--- src/rtl/cavlc_pkg.sv ---
// Shared CAVLC encoder types: FSM state encoding, block size and the run_before code table.
// Latency: purely declarative; run_before_code is combinational.
// Backpressure: none.
package cavlc_pkg;

  localparam int MAX_NUM_COEFF = 16;

  typedef enum logic [1:0] {
    IDLE       = 2'd0,
    TOTAL_ZERO = 2'd1,
    RUN        = 2'd2,
    DONE       = 2'd3
  } state_t;

  // Returns {bits[10:0], len[3:0]} with the codeword left-justified in bits.
  // For zeros_left > 6 a single column serves every value: runs 0..6 are
  // 3-bit codes (7-run), longer runs are a unary-style 1 preceded by zeros.
  function automatic logic [14:0] run_before_code(input logic [3:0] zeros_left,
                                                  input logic [3:0] run);
    logic [10:0] v;
    logic [3:0]  l;
    logic [10:0] bits;
    v = '0;
    l = '0;
    if (zeros_left > 4'd6) begin
      if (run < 4'd7) begin
        v = {7'd0, 4'd7 - run};
        l = 4'd3;
      end else begin
        v = 11'd1;
        l = run - 4'd3;
      end
    end else begin
      case (zeros_left)
        4'd1: case (run)
          4'd0: {l, v} = {4'd1, 11'd1};
          4'd1: {l, v} = {4'd1, 11'd0};
          default: {l, v} = '0;
        endcase
        4'd2: case (run)
          4'd0: {l, v} = {4'd1, 11'd1};
          4'd1: {l, v} = {4'd2, 11'd1};
          4'd2: {l, v} = {4'd2, 11'd0};
          default: {l, v} = '0;
        endcase
        4'd3: case (run)
          4'd0: {l, v} = {4'd2, 11'd3};
          4'd1: {l, v} = {4'd2, 11'd2};
          4'd2: {l, v} = {4'd2, 11'd1};
          4'd3: {l, v} = {4'd2, 11'd0};
          default: {l, v} = '0;
        endcase
        4'd4: case (run)
          4'd0: {l, v} = {4'd2, 11'd3};
          4'd1: {l, v} = {4'd2, 11'd2};
          4'd2: {l, v} = {4'd2, 11'd1};
          4'd3: {l, v} = {4'd3, 11'd1};
          4'd4: {l, v} = {4'd3, 11'd0};
          default: {l, v} = '0;
        endcase
        4'd5: case (run)
          4'd0: {l, v} = {4'd2, 11'd3};
          4'd1: {l, v} = {4'd2, 11'd2};
          4'd2: {l, v} = {4'd3, 11'd3};
          4'd3: {l, v} = {4'd3, 11'd2};
          4'd4: {l, v} = {4'd3, 11'd1};
          4'd5: {l, v} = {4'd3, 11'd0};
          default: {l, v} = '0;
        endcase
        4'd6: case (run)
          4'd0: {l, v} = {4'd2, 11'd3};
          4'd1: {l, v} = {4'd3, 11'd0};
          4'd2: {l, v} = {4'd3, 11'd1};
          4'd3: {l, v} = {4'd3, 11'd3};
          4'd4: {l, v} = {4'd3, 11'd2};
          4'd5: {l, v} = {4'd3, 11'd5};
          4'd6: {l, v} = {4'd3, 11'd4};
          default: {l, v} = '0;
        endcase
        default: {l, v} = '0;
      endcase
    end
    bits = v << (4'd11 - l);
    return {bits, l};
  endfunction

endpackage

--- src/rtl/total_zero_enc_table.sv ---
// total_zeros codeword lookup for 4x4 blocks, mirroring the zero decoder's table.
// Latency: combinational. Backpressure: none.
// Ports: i_total_coeff (1..15), i_total_zeros -> o_code (9b, MSB-aligned, low bits 0), o_len (1..9).
module total_zero_enc_table (
  input  logic [4:0] i_total_coeff,
  input  logic [3:0] i_total_zeros,
  output logic [8:0] o_code,
  output logic [3:0] o_len
);

  // {len, right-justified value}; key is {TotalCoeff, TotalZeros}.
  logic [12:0] w_lv;

  always_comb begin
    w_lv = '0;
    case ({i_total_coeff, i_total_zeros})
      9'h010: w_lv = {4'd1, 9'd1}; 9'h011: w_lv = {4'd3, 9'd3}; 9'h012: w_lv = {4'd3, 9'd2}; 9'h013: w_lv = {4'd4, 9'd3};
      9'h014: w_lv = {4'd4, 9'd2}; 9'h015: w_lv = {4'd5, 9'd3}; 9'h016: w_lv = {4'd5, 9'd2}; 9'h017: w_lv = {4'd6, 9'd3};
      9'h018: w_lv = {4'd6, 9'd2}; 9'h019: w_lv = {4'd7, 9'd3}; 9'h01A: w_lv = {4'd7, 9'd2}; 9'h01B: w_lv = {4'd8, 9'd3};
      9'h01C: w_lv = {4'd8, 9'd2}; 9'h01D: w_lv = {4'd9, 9'd3}; 9'h01E: w_lv = {4'd9, 9'd2}; 9'h01F: w_lv = {4'd9, 9'd1};
      9'h020: w_lv = {4'd3, 9'd7}; 9'h021: w_lv = {4'd3, 9'd6}; 9'h022: w_lv = {4'd3, 9'd5}; 9'h023: w_lv = {4'd3, 9'd4};
      9'h024: w_lv = {4'd3, 9'd3}; 9'h025: w_lv = {4'd4, 9'd5}; 9'h026: w_lv = {4'd4, 9'd4}; 9'h027: w_lv = {4'd4, 9'd3};
      9'h028: w_lv = {4'd4, 9'd2}; 9'h029: w_lv = {4'd5, 9'd3}; 9'h02A: w_lv = {4'd5, 9'd2}; 9'h02B: w_lv = {4'd6, 9'd3};
      9'h02C: w_lv = {4'd6, 9'd2}; 9'h02D: w_lv = {4'd6, 9'd1}; 9'h02E: w_lv = {4'd6, 9'd0};
      9'h030: w_lv = {4'd4, 9'd5}; 9'h031: w_lv = {4'd3, 9'd7}; 9'h032: w_lv = {4'd3, 9'd6}; 9'h033: w_lv = {4'd3, 9'd5};
      9'h034: w_lv = {4'd4, 9'd4}; 9'h035: w_lv = {4'd4, 9'd3}; 9'h036: w_lv = {4'd3, 9'd4}; 9'h037: w_lv = {4'd3, 9'd3};
      9'h038: w_lv = {4'd4, 9'd2}; 9'h039: w_lv = {4'd5, 9'd3}; 9'h03A: w_lv = {4'd5, 9'd2}; 9'h03B: w_lv = {4'd6, 9'd1};
      9'h03C: w_lv = {4'd5, 9'd1}; 9'h03D: w_lv = {4'd6, 9'd0};
      9'h040: w_lv = {4'd5, 9'd3}; 9'h041: w_lv = {4'd3, 9'd7}; 9'h042: w_lv = {4'd4, 9'd5}; 9'h043: w_lv = {4'd4, 9'd4};
      9'h044: w_lv = {4'd3, 9'd6}; 9'h045: w_lv = {4'd3, 9'd5}; 9'h046: w_lv = {4'd3, 9'd4}; 9'h047: w_lv = {4'd4, 9'd3};
      9'h048: w_lv = {4'd3, 9'd3}; 9'h049: w_lv = {4'd4, 9'd2}; 9'h04A: w_lv = {4'd5, 9'd2}; 9'h04B: w_lv = {4'd5, 9'd1};
      9'h04C: w_lv = {4'd5, 9'd0};
      9'h050: w_lv = {4'd4, 9'd5}; 9'h051: w_lv = {4'd4, 9'd4}; 9'h052: w_lv = {4'd4, 9'd3}; 9'h053: w_lv = {4'd3, 9'd7};
      9'h054: w_lv = {4'd3, 9'd6}; 9'h055: w_lv = {4'd3, 9'd5}; 9'h056: w_lv = {4'd3, 9'd4}; 9'h057: w_lv = {4'd3, 9'd3};
      9'h058: w_lv = {4'd4, 9'd2}; 9'h059: w_lv = {4'd5, 9'd1}; 9'h05A: w_lv = {4'd4, 9'd1}; 9'h05B: w_lv = {4'd5, 9'd0};
      9'h060: w_lv = {4'd6, 9'd1}; 9'h061: w_lv = {4'd5, 9'd1}; 9'h062: w_lv = {4'd3, 9'd7}; 9'h063: w_lv = {4'd3, 9'd6};
      9'h064: w_lv = {4'd3, 9'd5}; 9'h065: w_lv = {4'd3, 9'd4}; 9'h066: w_lv = {4'd3, 9'd3}; 9'h067: w_lv = {4'd3, 9'd2};
      9'h068: w_lv = {4'd4, 9'd1}; 9'h069: w_lv = {4'd3, 9'd1}; 9'h06A: w_lv = {4'd6, 9'd0};
      9'h070: w_lv = {4'd6, 9'd1}; 9'h071: w_lv = {4'd5, 9'd1}; 9'h072: w_lv = {4'd3, 9'd5}; 9'h073: w_lv = {4'd3, 9'd4};
      9'h074: w_lv = {4'd3, 9'd3}; 9'h075: w_lv = {4'd2, 9'd3}; 9'h076: w_lv = {4'd3, 9'd2}; 9'h077: w_lv = {4'd4, 9'd1};
      9'h078: w_lv = {4'd3, 9'd1}; 9'h079: w_lv = {4'd6, 9'd0};
      9'h080: w_lv = {4'd6, 9'd1}; 9'h081: w_lv = {4'd4, 9'd1}; 9'h082: w_lv = {4'd5, 9'd1}; 9'h083: w_lv = {4'd3, 9'd3};
      9'h084: w_lv = {4'd2, 9'd3}; 9'h085: w_lv = {4'd2, 9'd2}; 9'h086: w_lv = {4'd3, 9'd2}; 9'h087: w_lv = {4'd3, 9'd1};
      9'h088: w_lv = {4'd6, 9'd0};
      9'h090: w_lv = {4'd6, 9'd1}; 9'h091: w_lv = {4'd6, 9'd0}; 9'h092: w_lv = {4'd4, 9'd1}; 9'h093: w_lv = {4'd2, 9'd3};
      9'h094: w_lv = {4'd2, 9'd2}; 9'h095: w_lv = {4'd3, 9'd1}; 9'h096: w_lv = {4'd2, 9'd1}; 9'h097: w_lv = {4'd5, 9'd1};
      9'h0A0: w_lv = {4'd5, 9'd1}; 9'h0A1: w_lv = {4'd5, 9'd0}; 9'h0A2: w_lv = {4'd3, 9'd1}; 9'h0A3: w_lv = {4'd2, 9'd3};
      9'h0A4: w_lv = {4'd2, 9'd2}; 9'h0A5: w_lv = {4'd2, 9'd1}; 9'h0A6: w_lv = {4'd4, 9'd1};
      9'h0B0: w_lv = {4'd4, 9'd0}; 9'h0B1: w_lv = {4'd4, 9'd1}; 9'h0B2: w_lv = {4'd3, 9'd1}; 9'h0B3: w_lv = {4'd3, 9'd2};
      9'h0B4: w_lv = {4'd1, 9'd1}; 9'h0B5: w_lv = {4'd3, 9'd3};
      9'h0C0: w_lv = {4'd4, 9'd0}; 9'h0C1: w_lv = {4'd4, 9'd1}; 9'h0C2: w_lv = {4'd2, 9'd1}; 9'h0C3: w_lv = {4'd1, 9'd1};
      9'h0C4: w_lv = {4'd3, 9'd1};
      9'h0D0: w_lv = {4'd3, 9'd0}; 9'h0D1: w_lv = {4'd3, 9'd1}; 9'h0D2: w_lv = {4'd1, 9'd1}; 9'h0D3: w_lv = {4'd2, 9'd1};
      9'h0E0: w_lv = {4'd2, 9'd0}; 9'h0E1: w_lv = {4'd2, 9'd1}; 9'h0E2: w_lv = {4'd1, 9'd1};
      9'h0F0: w_lv = {4'd1, 9'd0}; 9'h0F1: w_lv = {4'd1, 9'd1};
      default: w_lv = '0;
    endcase
  end

  assign o_len  = w_lv[12:9];
  assign o_code = w_lv[8:0] << (4'd9 - w_lv[12:9]);

endmodule

--- src/rtl/zero_encode.sv ---
// CAVLC 4x4 zero-run encoder: emits total_zeros then run_before codewords for one mask.
// Latency: first codeword the cycle after Start; one codeword per cycle; Done one cycle after last transfer.
// Backpressure: codeword held stable while o_code_valid && !i_code_ready; Start only taken in IDLE.
// Ports: i_clk, i_reset (sync, active-high), i_start/i_coeff_mask in, o_ready, o_code_bits (MSB-aligned),
//        o_code_len, o_code_valid, i_code_ready, o_done (1-cycle pulse).
module zero_encode
  import cavlc_pkg::*;
#(
  parameter int CODE_W = 16
) (
  input  logic              i_clk,
  input  logic              i_reset,
  input  logic              i_start,
  input  logic [15:0]       i_coeff_mask,
  output logic              o_ready,
  output logic [CODE_W-1:0] o_code_bits,
  output logic [4:0]        o_code_len,
  output logic              o_code_valid,
  input  logic              i_code_ready,
  output logic              o_done
);

  state_t      r_state;
  state_t      w_next_state;
  logic [15:0] r_mask;
  logic [4:0]  r_tc;
  logic [3:0]  r_zl;
  logic [3:0]  r_pos;
  logic [3:0]  r_cnt;

  logic [4:0]  w_tc;
  logic [3:0]  w_last;
  logic [3:0]  w_zl_init;
  logic [3:0]  w_next;
  logic [3:0]  w_run;
  logic [3:0]  w_zl_after;
  logic [14:0] w_rb;
  logic [8:0]  w_tz_code;
  logic [3:0]  w_tz_len;
  logic        w_start_acc;
  logic        w_xfer;

  // Popcount and highest set bit of the incoming mask.
  always_comb begin
    w_tc   = '0;
    w_last = '0;
    for (int i = 0; i < MAX_NUM_COEFF; i++) begin
      w_tc = w_tc + {4'd0, i_coeff_mask[i]};
      if (i_coeff_mask[i]) w_last = 4'(i);
    end
  end

  // Modulo-16 arithmetic is exact here: a full mask wraps to 0 as required.
  assign w_zl_init = (w_tc == 5'd0) ? 4'd0 : (w_last + 4'd1 - w_tc[3:0]);

  // Highest coefficient strictly below the current position.
  always_comb begin
    w_next = '0;
    for (int i = 0; i < MAX_NUM_COEFF; i++) begin
      if (r_mask[i] && (4'(i) < r_pos)) w_next = 4'(i);
    end
  end

  assign w_run       = r_pos - w_next - 4'd1;
  assign w_zl_after  = r_zl - w_run;
  assign w_rb        = run_before_code(r_zl, w_run);
  assign w_start_acc = i_start && (r_state == IDLE);
  assign w_xfer      = o_code_valid && i_code_ready;

  total_zero_enc_table u_tz_table (
    .i_total_coeff (r_tc),
    .i_total_zeros (r_zl),
    .o_code        (w_tz_code),
    .o_len         (w_tz_len)
  );

  always_ff @(posedge i_clk) begin
    if (i_reset) begin
      r_state <= IDLE;
      r_mask  <= '0;
      r_tc    <= '0;
      r_zl    <= '0;
      r_pos   <= '0;
      r_cnt   <= '0;
    end else begin
      r_state <= w_next_state;
      if (w_start_acc) begin
        r_mask <= i_coeff_mask;
        r_tc   <= w_tc;
        r_zl   <= w_zl_init;
        r_pos  <= w_last;
        r_cnt  <= '0;
      end else if ((r_state == RUN) && w_xfer) begin
        r_zl  <= w_zl_after;
        r_pos <= w_next;
        r_cnt <= r_cnt + 4'd1;
      end
    end
  end

  always_comb begin
    w_next_state = r_state;
    o_ready      = 1'b0;
    o_code_valid = 1'b0;
    o_code_bits  = '0;
    o_code_len   = '0;
    o_done       = 1'b0;
    case (r_state)
      IDLE: begin
        o_ready = 1'b1;
        if (i_start) begin
          w_next_state = ((w_tc == 5'd0) || (w_tc == 5'd16)) ? DONE : TOTAL_ZERO;
        end
      end
      TOTAL_ZERO: begin
        o_code_valid                  = 1'b1;
        o_code_bits[CODE_W-1 -: 9]    = w_tz_code;
        o_code_len                    = {1'b0, w_tz_len};
        if (i_code_ready) begin
          w_next_state = ((r_zl == 4'd0) || (r_tc == 5'd1)) ? DONE : RUN;
        end
      end
      RUN: begin
        o_code_valid                  = 1'b1;
        o_code_bits[CODE_W-1 -: 11]   = w_rb[14:4];
        o_code_len                    = {1'b0, w_rb[3:0]};
        // The lowest coefficient never gets a run_before, hence TC-1 codes at most.
        if (i_code_ready &&
            ((w_zl_after == 4'd0) || (({1'b0, r_cnt} + 5'd1) == (r_tc - 5'd1)))) begin
          w_next_state = DONE;
        end
      end
      DONE: begin
        o_done       = 1'b1;
        w_next_state = IDLE;
      end
      default: w_next_state = IDLE;
    endcase
  end

endmodule

--- config.mk ---
export PLATFORM = sky130hd
export DESIGN_NAME = zero_encode
export DESIGN_NICKNAME = d
export VERILOG_FILES = /design/src/rtl/cavlc_pkg.sv /design/src/rtl/total_zero_enc_table.sv /design/src/rtl/zero_encode.sv
export SDC_FILE = /design/constraint.sdc
export NUM_CORES = 1
export LEC_CHECK = 0
export ABC_AREA = 1
export CAP_MARGIN = 30
export CELL_PAD_IN_SITES_DETAIL_PLACEMENT = 0
export CELL_PAD_IN_SITES_GLOBAL_PLACEMENT = 1
export CORE_AREA = 2 2 112 114
export CTS_CLUSTER_DIAMETER = 80
export DETAILED_ROUTE_END_ITERATION = 8
export DIE_AREA = 0 0 114 116
export PLACE_DENSITY_LB_ADDON = 0.1
export SETUP_SLACK_MARGIN = 0.15
export SLEW_MARGIN = 25
export SYNTH_ARGS = -nofsm -noshare
export SYNTH_HDL_FRONTEND = slang
export SYNTH_SLANG_ARGS = --single-unit
--- constraint.sdc ---
create_clock -name i_clk -period 8.4 [get_ports i_clk]
set_clock_uncertainty 0.2 [all_clocks]
set_input_delay 2.52 -clock i_clk [delete_from_list [all_inputs] [get_ports i_clk]]
set_output_delay 2.52 -clock i_clk [all_outputs]
set_load 0.05 [all_outputs]
==> impl_metrics.csv <==
group,metric,value,unit
critical_path,setup.worst_path.class,"flip-flop to output port",
min_path,worstHoldEndpoint,"r_mask[3]",
synthesis,synth_flop_cell,"dfxtp_1",
routing,drtIter0Drc,383,
routing,num_vias,5608,
routing,wl,15900,microns
synthesis,synthAdderAreaFrac,14.7,%
clock_tree,clock_sinks,33,
pwr,leakagePower,2.77,nW
critical_path,cp.required,5680,ps
finish,nets,906,
finish,drive_gt1_share,7.06,%
sta,max_freq,129,MHz
critical_path,rrSetupSlack,3650,ps
sta,worst_pin_slew,779,ps
job,drv_cap,0,
floorplanning,initial_core_util,41.7,%
synthesis,synthMostInstantiatedCell,"nand2_1",
synthesis,synth-edff-count,0,
global_routing,grt_pass1_vias,5376,
min_path,hold_class,"flip-flop to flip-flop",
pwr,irDropWorstVdd,0.000136,V
sta,slew-limit-headroom,48.0,%
routing,drcViolationCount,0,
critical_path,start_kind,"flip-flop",
synthesis,syn_avg_cell_area,6.12,sq um
synthesis,synth_seq_area_share,13.3,%
critical_path,r2r_cells,29,
finish,multi_input_area,3690,sq um
synthesis,ys_warn_count,0,
sta,maxSlewViolCount,0,
routing,firstDrtPassIters,5,
placed_design,dp_hpwl,12800,microns
pwr,power.density,438,nW/um^2
synthesis,synth_top_area_share,13.3,%
synthesis,yosysTopAreaCell,"dfxtp_1",
routing,drt-wirelength-per-cell,16.2,microns
clock_tree,clkTransAtPathRegs,60,ps
min_path,min_path_cells,2,
clock_tree,clock_latency,280,ps
critical_path,crit_path_end_kind,"output port",
global_routing,antenna_found_initial,0,
clock_tree,cts_buffer_depth,2,
global_routing,track_usage,24.4,%
synthesis,synth_area_leaders,"dfxtp_1 13%, nand2_1 12%, ha_1 9.8%, inv_1 9.0%, nor2_1 7.0%",
sta,setup_violations,0,
finish,ff_latch_area,661,sq um
finish,area_delta_synth_final,13.3,%
sta,tns,0,ps
synthesis,ys_seq_elements,33,
synthesis,syn_area,4970,sq um
synthesis,synthTopCellsByCount,"159 x nand2_1, 119 x inv_1, 92 x nor2_1",
global_routing,grt_pass1_wl,26100,microns
floorplanning,die_area,13200,sq um
synthesis,async_reset_ff_share,0,%
critical_path,crit_arrival,5010,ps
critical_path,cp_max_fo,11,
global_routing,grt_max_degree,28,
min_path,hold_start,"r_mask[3]",
sta,rsz0062_at_grt,"false",
finish,finish.utilization,47.3,%
finish,fill_cells,1275,
synthesis,ys_types,51,
routing,drt.antenna.violating_nets,0,
synthesis,synth_compound_area_share,23.5,%
floorplanning,die_x,114,microns
clock_tree,cts_tree,"yes",
finish,n_antenna_cell,0,
clock_tree,cts_buffers,5,
placed_design,io_buffers,37,
synthesis,syn_inst,812,
floorplanning,rows,40,
routing,viasPerCell,5.70,
placed_design,gp_congestion,0.978,
sta,layout_min_cycle_time,7730,ps
floorplanning,ios,44,
critical_path,worst_r2r_endpoint,"r_state[0]",
sta,fin_crit_sh,92.1,%
synthesis,synthSimpleGateAreaFrac,32.0,%
sta,finalHoldViolations,0,
synthesis,synth_top_family_by_area,"simple AND/OR/NAND/NOR gates",
synthesis,synthXorXnorAreaFrac,3.70,%
clock_tree,cts_root_buf,"clkbuf_16",
run_status,status,"complete, no violations",
floorplanning,die_y,116,microns
critical_path,regToRegStartpoint,"r_pos[2]",
global_routing,overflow,0,
floorplanning,core-area,11900,sq um
clock_tree,h-tree-depth,2,
synthesis,synthMuxAreaShare,0,%
metrics by stage:
step / cell area [sq um] / hold slack (ps) / setup WS, ps / power, mW / cells
global placement: 5430 / 260 / 610 / 2.22 / 975
detailed placement: 5430 / 262 / 451 / 2.21 / 975
CTS: 5600 / 276 / 417 / 2.44 / 983
floorplan: 4990 / 228 / 1110 / 1.76 / 817
global route: 5630 / 292 / 252 / 2.72 / 983
finish: 5630 / 263 / 667 / 2.46 / 983
worst max-delay path by stage:
stage	start	to	slack, ps	cells past startpoint
5_1_grt	r_pos[1]	o_code_bits[5]	250	24
2_1_floorplan	r_pos[2]	o_code_bits[5]	1110	25
3_5_place_dp	i_coeff_mask[5]	r_zl[3]	450	18
6_report	r_pos[1]	o_code_bits[5]	670	24
3_3_place_gp	i_coeff_mask[5]	r_zl[3]	610	19
4_1_cts	r_pos[1]	o_code_bits[7]	420	28
cell usage in the layout, fill, tap and decap left out, types with 12 or more instances in the layout:
cell               n
nand2_2           15
xor2_1            12
nand3_1           50
clkdlybuf4s50_1   26
ha_1              39
nand2_1          159
o21ai_0           60
nor2_1            92
o22ai_1           20
inv_1            119
nor3_1            14
fa_1              12
a21oi_1           51
dfxtp_1           33
repair_timing:
action,4_1_cts,5_1_grt
gates resized for setup,0,11
setup endpoints to repair,0,11
setup buffers,0,0
hold buffers,0,0
critical path: stages (launching register included):
cell and delay (ps):
dfxtp_1 520, nand2_2 140, nand2_1 90, nand2_1 60, o211ai_1 80, nand2_1 70
nand2_1 60, a32o_1 120, a21oi_1 60, nor2_1 100, nor2_1 50, nor2_1 90
nor2_1 40, o21ai_0 310, ha_1 220, ha_1 290, inv_1 220, ha_1 440
nand3_2 210, a21oi_1 180, nor2_1 80, nand4_2 110, nand2_2 100, nor4_1 230
clkdlybuf4s50_1 840
layout make-up:
| class | instances | share of cell area [%] |
|---|---|---|
| well taps | 147 | 3.27 |
| repair buffers | 45 | 8.13 |
| inverters | 124 | 8.27 |
| clock inverters | 3 | 0.822 |
| clock buffers | 5 | 2.22 |
| flip-flops and latches | 33 | 11.7 |
| multi-input cells | 626 | 65.6 |
kinds of logic after synthesis:
family | after synthesis
compound gates | 190
xor+xnor | 18
fa+ha+maj | 51
buf+inv | 158
flops | 33
other cells | 1
simple gates | 361
report_power, final:
| group | total, mW | switching, mW | leakage (nW) | internal, mW |
|---|---|---|---|---|
| logic | 1.98 | 1.34 | 2.42 | 0.646 |
| registers | 0.269 | 0.0706 | 0.271 | 0.198 |
| clock network | 0.213 | 0.0727 | 0.0800 | 0.140 |
| total | 2.46 | 1.48 | 2.77 | 0.985 |
registers in the layout (all words and copies together) (netlist names):
| register | cells |
|---|---|
| r_mask | 14 |
| r_tc | 5 |
| r_cnt | 4 |
| r_pos | 4 |
| r_zl | 4 |
| r_state | 2 |
routing by layer:
layer  GRT usage [%]  vias to the layer above  wire [microns]
met5               0                        -               0
met4            6.67                        0             325
met3            2.56                       29             845
met2            45.0                      207            7990
met1            30.1                     2609            6780
li1                -                     2763               -
Note: power is estimated with default switching activity, not from simulation.
